$ cat src/rtl/dmem_mmio_responder_if.sv
// Data-memory port of the single-cycle core plus the TX byte stream handshake.
interface dmem_mmio_responder_if;
  logic        MemWrite;
  logic [31:0] ALUResult;
  logic [31:0] WriteData;
  logic [31:0] ReadData;
  logic [7:0]  tx_data;
  logic        tx_valid;
  logic        tx_ready;
  logic        err;

  modport slave (
    input  MemWrite, ALUResult, WriteData, tx_ready,
    output ReadData, tx_data, tx_valid, err
  );

  modport master (
    output MemWrite, ALUResult, WriteData, tx_ready,
    input  ReadData, tx_data, tx_valid, err
  );
endinterface

$ cat src/rtl/dmem_mmio_responder.sv
// Word-addressed data RAM plus MMIO timer, TX byte FIFO and sticky error flags.
// Loads are combinational so the core finishes them in the same cycle.
module dmem_mmio_responder #(
  parameter int unsigned DEPTH      = 64,
  parameter int unsigned FIFO_DEPTH = 4,
  parameter logic [31:0] MMIO_BASE  = 32'h8000_0000
) (
  input logic                  clk,
  input logic                  reset,
  dmem_mmio_responder_if.slave bus
);
  localparam int unsigned AW = $clog2(DEPTH);
  localparam int unsigned PW = $clog2(FIFO_DEPTH);
  localparam int unsigned CW = PW + 1;

  logic [31:0]   r_mem  [DEPTH];
  logic [7:0]    r_fifo [FIFO_DEPTH];
  logic [PW-1:0] r_rd_ptr;
  logic [PW-1:0] r_wr_ptr;
  logic [CW-1:0] r_count;
  logic [31:0]   r_timer;
  logic          r_ovf;
  logic          r_err;

  logic [29:0]   w_word_off;
  logic [AW-1:0] w_idx;
  logic          w_ram_hit;
  logic          w_tmr_hit;
  logic          w_tx_hit;
  logic          w_ctrl_hit;
  logic          w_unmapped;
  logic          w_full;
  logic          w_empty;
  logic          w_push;
  logic          w_pop;
  logic          w_ovf_set;
  logic          w_err_set;
  logic          w_ctrl_we;
  logic [31:0]   w_status;

  // Address bits [1:0] are ignored everywhere; MMIO decode works on word offsets.
  assign w_ram_hit  = bus.ALUResult < 32'(DEPTH * 4);
  assign w_idx      = bus.ALUResult[AW+1:2];
  assign w_word_off = bus.ALUResult[31:2] - MMIO_BASE[31:2];
  assign w_tmr_hit  = !w_ram_hit && (w_word_off == 30'd0);
  assign w_tx_hit   = !w_ram_hit && (w_word_off == 30'd1);
  assign w_ctrl_hit = !w_ram_hit && (w_word_off == 30'd2);
  assign w_unmapped = !(w_ram_hit || w_tmr_hit || w_tx_hit || w_ctrl_hit);

  assign w_full    = (r_count == CW'(FIFO_DEPTH));
  assign w_empty   = (r_count == '0);
  assign w_push    = bus.MemWrite && w_tx_hit && !w_full;
  assign w_pop     = !w_empty && bus.tx_ready;
  assign w_ovf_set = bus.MemWrite && w_tx_hit && w_full;
  assign w_err_set = bus.MemWrite && w_unmapped;
  assign w_ctrl_we = bus.MemWrite && w_ctrl_hit;
  assign w_status  = {20'd0, r_err, r_ovf, w_empty, w_full, 8'(r_count)};

  always_comb begin
    bus.ReadData = '0;
    if (w_ram_hit)      bus.ReadData = r_mem[w_idx];
    else if (w_tmr_hit) bus.ReadData = r_timer;
    else if (w_tx_hit)  bus.ReadData = w_status;
  end

  assign bus.tx_data  = r_fifo[r_rd_ptr];
  assign bus.tx_valid = !w_empty;
  assign bus.err      = r_err;

  // Storage arrays carry no reset; only the bookkeeping around them does.
  always_ff @(posedge clk) begin
    if (bus.MemWrite && w_ram_hit) r_mem[w_idx] <= bus.WriteData;
    if (w_push)                    r_fifo[r_wr_ptr] <= bus.WriteData[7:0];
  end

  always_ff @(posedge clk or posedge reset) begin
    if (reset) begin
      r_timer  <= '0;
      r_rd_ptr <= '0;
      r_wr_ptr <= '0;
      r_count  <= '0;
      r_ovf    <= 1'b0;
      r_err    <= 1'b0;
    end else begin
      if (bus.MemWrite && w_tmr_hit) r_timer <= bus.WriteData;
      else                           r_timer <= r_timer + 32'd1;

      if (w_push) r_wr_ptr <= r_wr_ptr + PW'(1);
      if (w_pop)  r_rd_ptr <= r_rd_ptr + PW'(1);
      if (w_push && !w_pop)      r_count <= r_count + CW'(1);
      else if (w_pop && !w_push) r_count <= r_count - CW'(1);

      // A new event in the same cycle outranks a CTRL clear.
      if (w_ovf_set)                          r_ovf <= 1'b1;
      else if (w_ctrl_we && bus.WriteData[0]) r_ovf <= 1'b0;
      if (w_err_set)                          r_err <= 1'b1;
      else if (w_ctrl_we && bus.WriteData[1]) r_err <= 1'b0;
    end
  end
endmodule

$ cat src/flat_wrapper.sv
// flat-port wrapper written by rule: the top's interface ports become plain ports
module dmem_mmio_responder_flat 
#(
  parameter int unsigned DEPTH      = 64,
  parameter int unsigned FIFO_DEPTH = 4,
  parameter logic [31:0] MMIO_BASE  = 32'h8000_0000
)
  (clk, reset, bus_MemWrite, bus_ALUResult, bus_WriteData, bus_tx_ready, bus_ReadData, bus_tx_data, bus_tx_valid, bus_err);
  dmem_mmio_responder_if bus_i ();
  input logic clk;
  input logic reset;
  input wire logic [$bits(bus_i.MemWrite)-1:0] bus_MemWrite;
  input wire logic [$bits(bus_i.ALUResult)-1:0] bus_ALUResult;
  input wire logic [$bits(bus_i.WriteData)-1:0] bus_WriteData;
  input wire logic [$bits(bus_i.tx_ready)-1:0] bus_tx_ready;
  output wire logic [$bits(bus_i.ReadData)-1:0] bus_ReadData;
  output wire logic [$bits(bus_i.tx_data)-1:0] bus_tx_data;
  output wire logic [$bits(bus_i.tx_valid)-1:0] bus_tx_valid;
  output wire logic [$bits(bus_i.err)-1:0] bus_err;
  assign bus_i.MemWrite = bus_MemWrite;
  assign bus_i.ALUResult = bus_ALUResult;
  assign bus_i.WriteData = bus_WriteData;
  assign bus_i.tx_ready = bus_tx_ready;
  assign bus_ReadData = bus_i.ReadData;
  assign bus_tx_data = bus_i.tx_data;
  assign bus_tx_valid = bus_i.tx_valid;
  assign bus_err = bus_i.err;
  dmem_mmio_responder #(.DEPTH(DEPTH), .FIFO_DEPTH(FIFO_DEPTH), .MMIO_BASE(MMIO_BASE)) u_core (.clk(clk), .reset(reset), .bus(bus_i));
endmodule
$ cat config.mk
export PLATFORM = sky130hd
export DESIGN_NAME = dmem_mmio_responder_flat
export DESIGN_NICKNAME = d
export VERILOG_FILES = /design/src/rtl/dmem_mmio_responder_if.sv /design/src/rtl/dmem_mmio_responder.sv /design/src/flat_wrapper.sv
export SDC_FILE = /design/constraint.sdc
export NUM_CORES = 2
export LEC_CHECK = 0
export ABC_AREA = 1
export ABC_CLOCK_PERIOD_IN_PS = 2700
export BUFFER_PORTS_ARGS = -buffer_cell sky130_fd_sc_hd__buf_4
export CAP_MARGIN = 20
export CORE_ASPECT_RATIO = 0.7
export CORE_UTILIZATION = 55
export DETAILED_ROUTE_END_ITERATION = 6
export PLACE_DENSITY_LB_ADDON = 0.12
export SYNTH_ARGS = -nofsm -noshare
export SYNTH_HDL_FRONTEND = slang
export SYNTH_SLANG_ARGS = --single-unit
$ cat constraint.sdc
create_clock -name clk -period 2.7 [get_ports clk]
set_input_delay 0.27 -clock clk [delete_from_list [all_inputs] [get_ports clk]]
set_output_delay 0.27 -clock clk [all_outputs]
set_load 0.03 [all_outputs]
==> flow_metrics.py <==
metrics = {
    "layout": {
        "fillers": 12560,
        "multi_input_area_mm2": 0.02676,
        "synthToLayoutAreaGrowth_pct": 17.87,
        "layout_commonest_cell": "nand2_1",
        "drive_gt1_frac": 0.1410,
        "final_util": 0.6521,
        "final_cell_mix": "5453 x nand2_1, 2080 x edfxtp_1, 309 x buf_4",
        "final_net_count": 9317,
        "seq_area_mm2": 0.06349,
        "finalInstanceArea_mm2": 0.1064,
        "fin_cells": 11610,
    },
    "logic_synthesis": {
        "yosysUniqueCellTypes": 43,
        "synth_nets": 8999,
        "syn_area_mm2": 0.09030,
        "synth-seq-area-share": 0.7030,
        "yosys.area.top_type": "edfxtp_1",
        "syn_area_per_cell_um2": 10.12,
        "synthTopCellsByArea": "edfxtp_1 69%, nand2_1 24%, buf_2 1.5%",
        "netlist_instances": 8924,
        "ys_ff_latch": 2121,
        "synth.top_cell.area_share": 0.6917,
        "yosys_warnings": 0,
    },
    "power_and_ir_drop": {
        "clkPwrFrac": 0.390,
        "ir_drop_mv": 0.5891,
        "power_density_mw_per_mm2": 647.6,
        "switching_share": 0.2397,
        "p_sw_mw": 16.52,
        "leakage_nw": 44.33,
        "internal_power_mw": 52.41,
        "p_seq_frac": 0.526,
        "p_comb_frac": 0.084,
        "finalPower_mw": 68.93,
    },
    "cts": {
        "htree_levels": 4,
        "clkSlewWorstSetupHoldPaths_ps": 60,
        "root_buffer": "clkbuf_16",
        "clkLatencyLatePin_ps": 860,
        "numCtsBuffers": 194,
        "numClockSinks": 2121,
        "clock_path_buffers": 3,
        "cts_tree": "yes",
    },
    "global_route": {
        "grt_max_degree": 71,
        "grt_usage": 0.3291,
        "overflow": 0,
        "grt_antenna_before_repair": 12,
        "grt_pass1_vias": 59340,
        "grt_pass1_wl_um": 395100,
    },
    "setup_path": {
        "critical_path_class": "reg -> out",
        "cp_max_fo": 1,
        "r2r_start": "u_core.r_count[0]",
        "cp_slowest_cell": "edfxtp_1",
        "crit_chain": "nand2_1 -> nand2_1 -> nand2_1 -> nand2_1 -> nand2_1 -> nand2_2 -> nand2_4 -> nand2_4 -> nor2_4 -> buf_6 -> nand2_1 -> nand2_1 -> nand2_2 -> buf_6",
        "crit_top_cell": "nand2_1",
        "crit_required_ps": 2430,
        "crit_start": "u_core.r_mem[39][22]",
        "startpoint_type": "flop",
        "crit_path_max_incr_delay_ps": 370,
        "crit_arrival_ps": 2410,
        "cp-end-kind": "output port",
    },
    "timing": {
        "slew_headroom": 0.2360,
        "hold_violations": 0,
        "setup_slack_ps": 23.11,
        "setup_viol": 0,
        "post-route-period-util": 0.9914,
        "worst-slew-pin-transition_ps": 1146,
        "fmax_mhz": 373.6,
        "drv_slew": 0,
        "min_period_ps": 2677,
        "tns_ps": 0,
        "hold_ws_ps": 76.36,
        "grt_setup_unrepaired": "yes",
        "fin_skew_ps": 22.05,
    },
    "place": {
        "dpl.hpwl_um": 158900,
        "postPlaceCellArea_mm2": 0.09800,
        "pre_cts_ws_ps": -283.6,
        "gp_congestion": 0.9697,
        "port_buffers": 107,
        "placed_cells": 11230,
    },
    "die": {
        "start_util": 0.5533,
        "die_y_um": 341.0,
        "die_x_um": 486.3,
        "ioPinCount": 110,
        "fp-row-count": 124,
        "dieArea_mm2": 0.1658,
        "core_area_mm2": 0.1632,
    },
    "route": {
        "wl_met1_um": 114800,
        "ant_nets": 0,
        "met3_length_um": 34090,
        "top_layer": "met4",
        "vias_per_cell": 5.553,
        "wire_per_inst_um": 23.65,
        "wl_met2_um": 116700,
        "drt_iter0_drc": 9065,
        "vias": 64500,
        "dr.pass1.iters": 6,
        "drc": 0,
        "wirelength_um": 274700,
    },
    "job": {
        "cap_violations": 0,
    },
    "worst_hold_path": {
        "hold_start": "bus_WriteData[15]",
        "hold_path_class": "in -> reg",
    },
    "status": {
        "outcome": "finished clean",
    },
}
## what timing repair did
item	4_1_cts	5_1_grt
hold endpoints to repair	266	0
setup buffers	0	11
resized for setup	284	332
pin swaps	89	174
endpoints found under the setup margin	40	34
gates cloned	1	5
hold buffers	10	0
## Yosys cell counts
| library cell | n |
|---|---|
| a21boi_0 | 1 |
| a21o_1 | 1 |
| a21oi_1 | 10 |
| a31oi_1 | 2 |
| and2_1 | 1 |
| buf_1 | 50 |
| buf_2 | 278 |
| buf_4 | 11 |
| buf_6 | 1 |
| clkbuf_1 | 111 |
| clkbuf_2 | 1 |
| clkinv_1 | 1 |
| dfrtp_1 | 41 |
| edfxtp_1 | 2080 |
| fa_1 | 1 |
| ha_1 | 6 |
| inv_1 | 52 |
| inv_2 | 9 |
| mux2_2 | 1 |
| nand2_1 | 5794 |
| nand2_2 | 3 |
| nand3_1 | 30 |
| nand3_2 | 1 |
| nand3_4 | 1 |
| nand3b_1 | 2 |
| nand4_1 | 90 |
| nand4_2 | 1 |
| nand4_4 | 7 |
| nor2_1 | 220 |
| nor2_2 | 3 |
| nor2_4 | 2 |
| nor2_8 | 1 |
| nor3_1 | 13 |
| nor3_2 | 6 |
| nor3_4 | 1 |
| nor4_1 | 3 |
| o21ai_0 | 40 |
| o21ai_1 | 5 |
| o22ai_1 | 8 |
| o31ai_1 | 3 |
| or2_1 | 4 |
| xnor2_1 | 12 |
| xor2_1 | 16 |
## logic make-up (layout without fill, tap and decap cells)
family,after synthesis,after routing,share of synthesized area
AO/OA/AOI/OAI,70,70,0.004157
XOR/XNOR,28,28,0.002716
adder cells (fa/ha/maj),7,7,0.001053
buffers and inverters,514,995,0.02577
flip-flops,2121,2121,0.7030
multiplexers,1,1,0.0001247
other,0,4,0
AND/OR/NAND/NOR,6183,6183,0.2631
## state kept, by name (all words and copies together), names as in the netlist
name	count
u_core.r_wr_ptr	2
u_core.r_mem	2048
u_core.r_fifo	32
u_core.r_count	3
u_core.r_timer	32
u_core.bus.err	1
u_core.r_rd_ptr	2
u_core.r_ovf	1
## path summary, 6_finish.rpt
check                      slack (ps)  cells past startpoint              endpoint
hold reg to reg                   530                      2          u_core.r_ovf
setup reg to reg                  550                     10     u_core.r_count[2]
hold / removal                     80                      1  u_core.r_mem[51][15]
setup / recovery                   20                     14      bus_ReadData[22]
min in group asynchronous         140                      4     u_core.r_count[2]
max in group asynchronous        2130                      4    u_core.r_rd_ptr[0]
## critical path: cells and delay by family (launching register included)
kind / cells / cell delay, ps
buf+inv: 2 / 280
simple gates: 12 / 900
flops: 1 / 370
## layer usage
metal | global-route usage | up-vias
met4 | 0.1109 | 0
met2 | 0.4670 | 3522
met5 | 0 | -
met1 | 0.4973 | 30900
met3 | 0.07904 | 395
li1 | - | 29680
## power groups by stage
stage	clock, mW	sequential (mW)	combinational [mW]
2_1_floorplan	0	36.9	2.66
3_3_place_gp	0	37.0	5.19
3_5_place_dp	0	37.0	5.28
4_1_cts	27.1	36.3	5.45
5_1_grt	28.3	36.3	6.19
6_report	26.9	36.3	5.78
## layout make-up
type	instances	area share
tap	2205	0.02592
timing repair inverter	1	0.00004702
sequential	2121	0.5965
clock buffer	250	0.04825
antenna	4	0.00009404
clock inverter	109	0.008875
multi-input combinational	6289	0.2514
timing repair buffer	573	0.06633
inverter	62	0.002610
No activity file was read; power rests on OpenSTA's default activity.
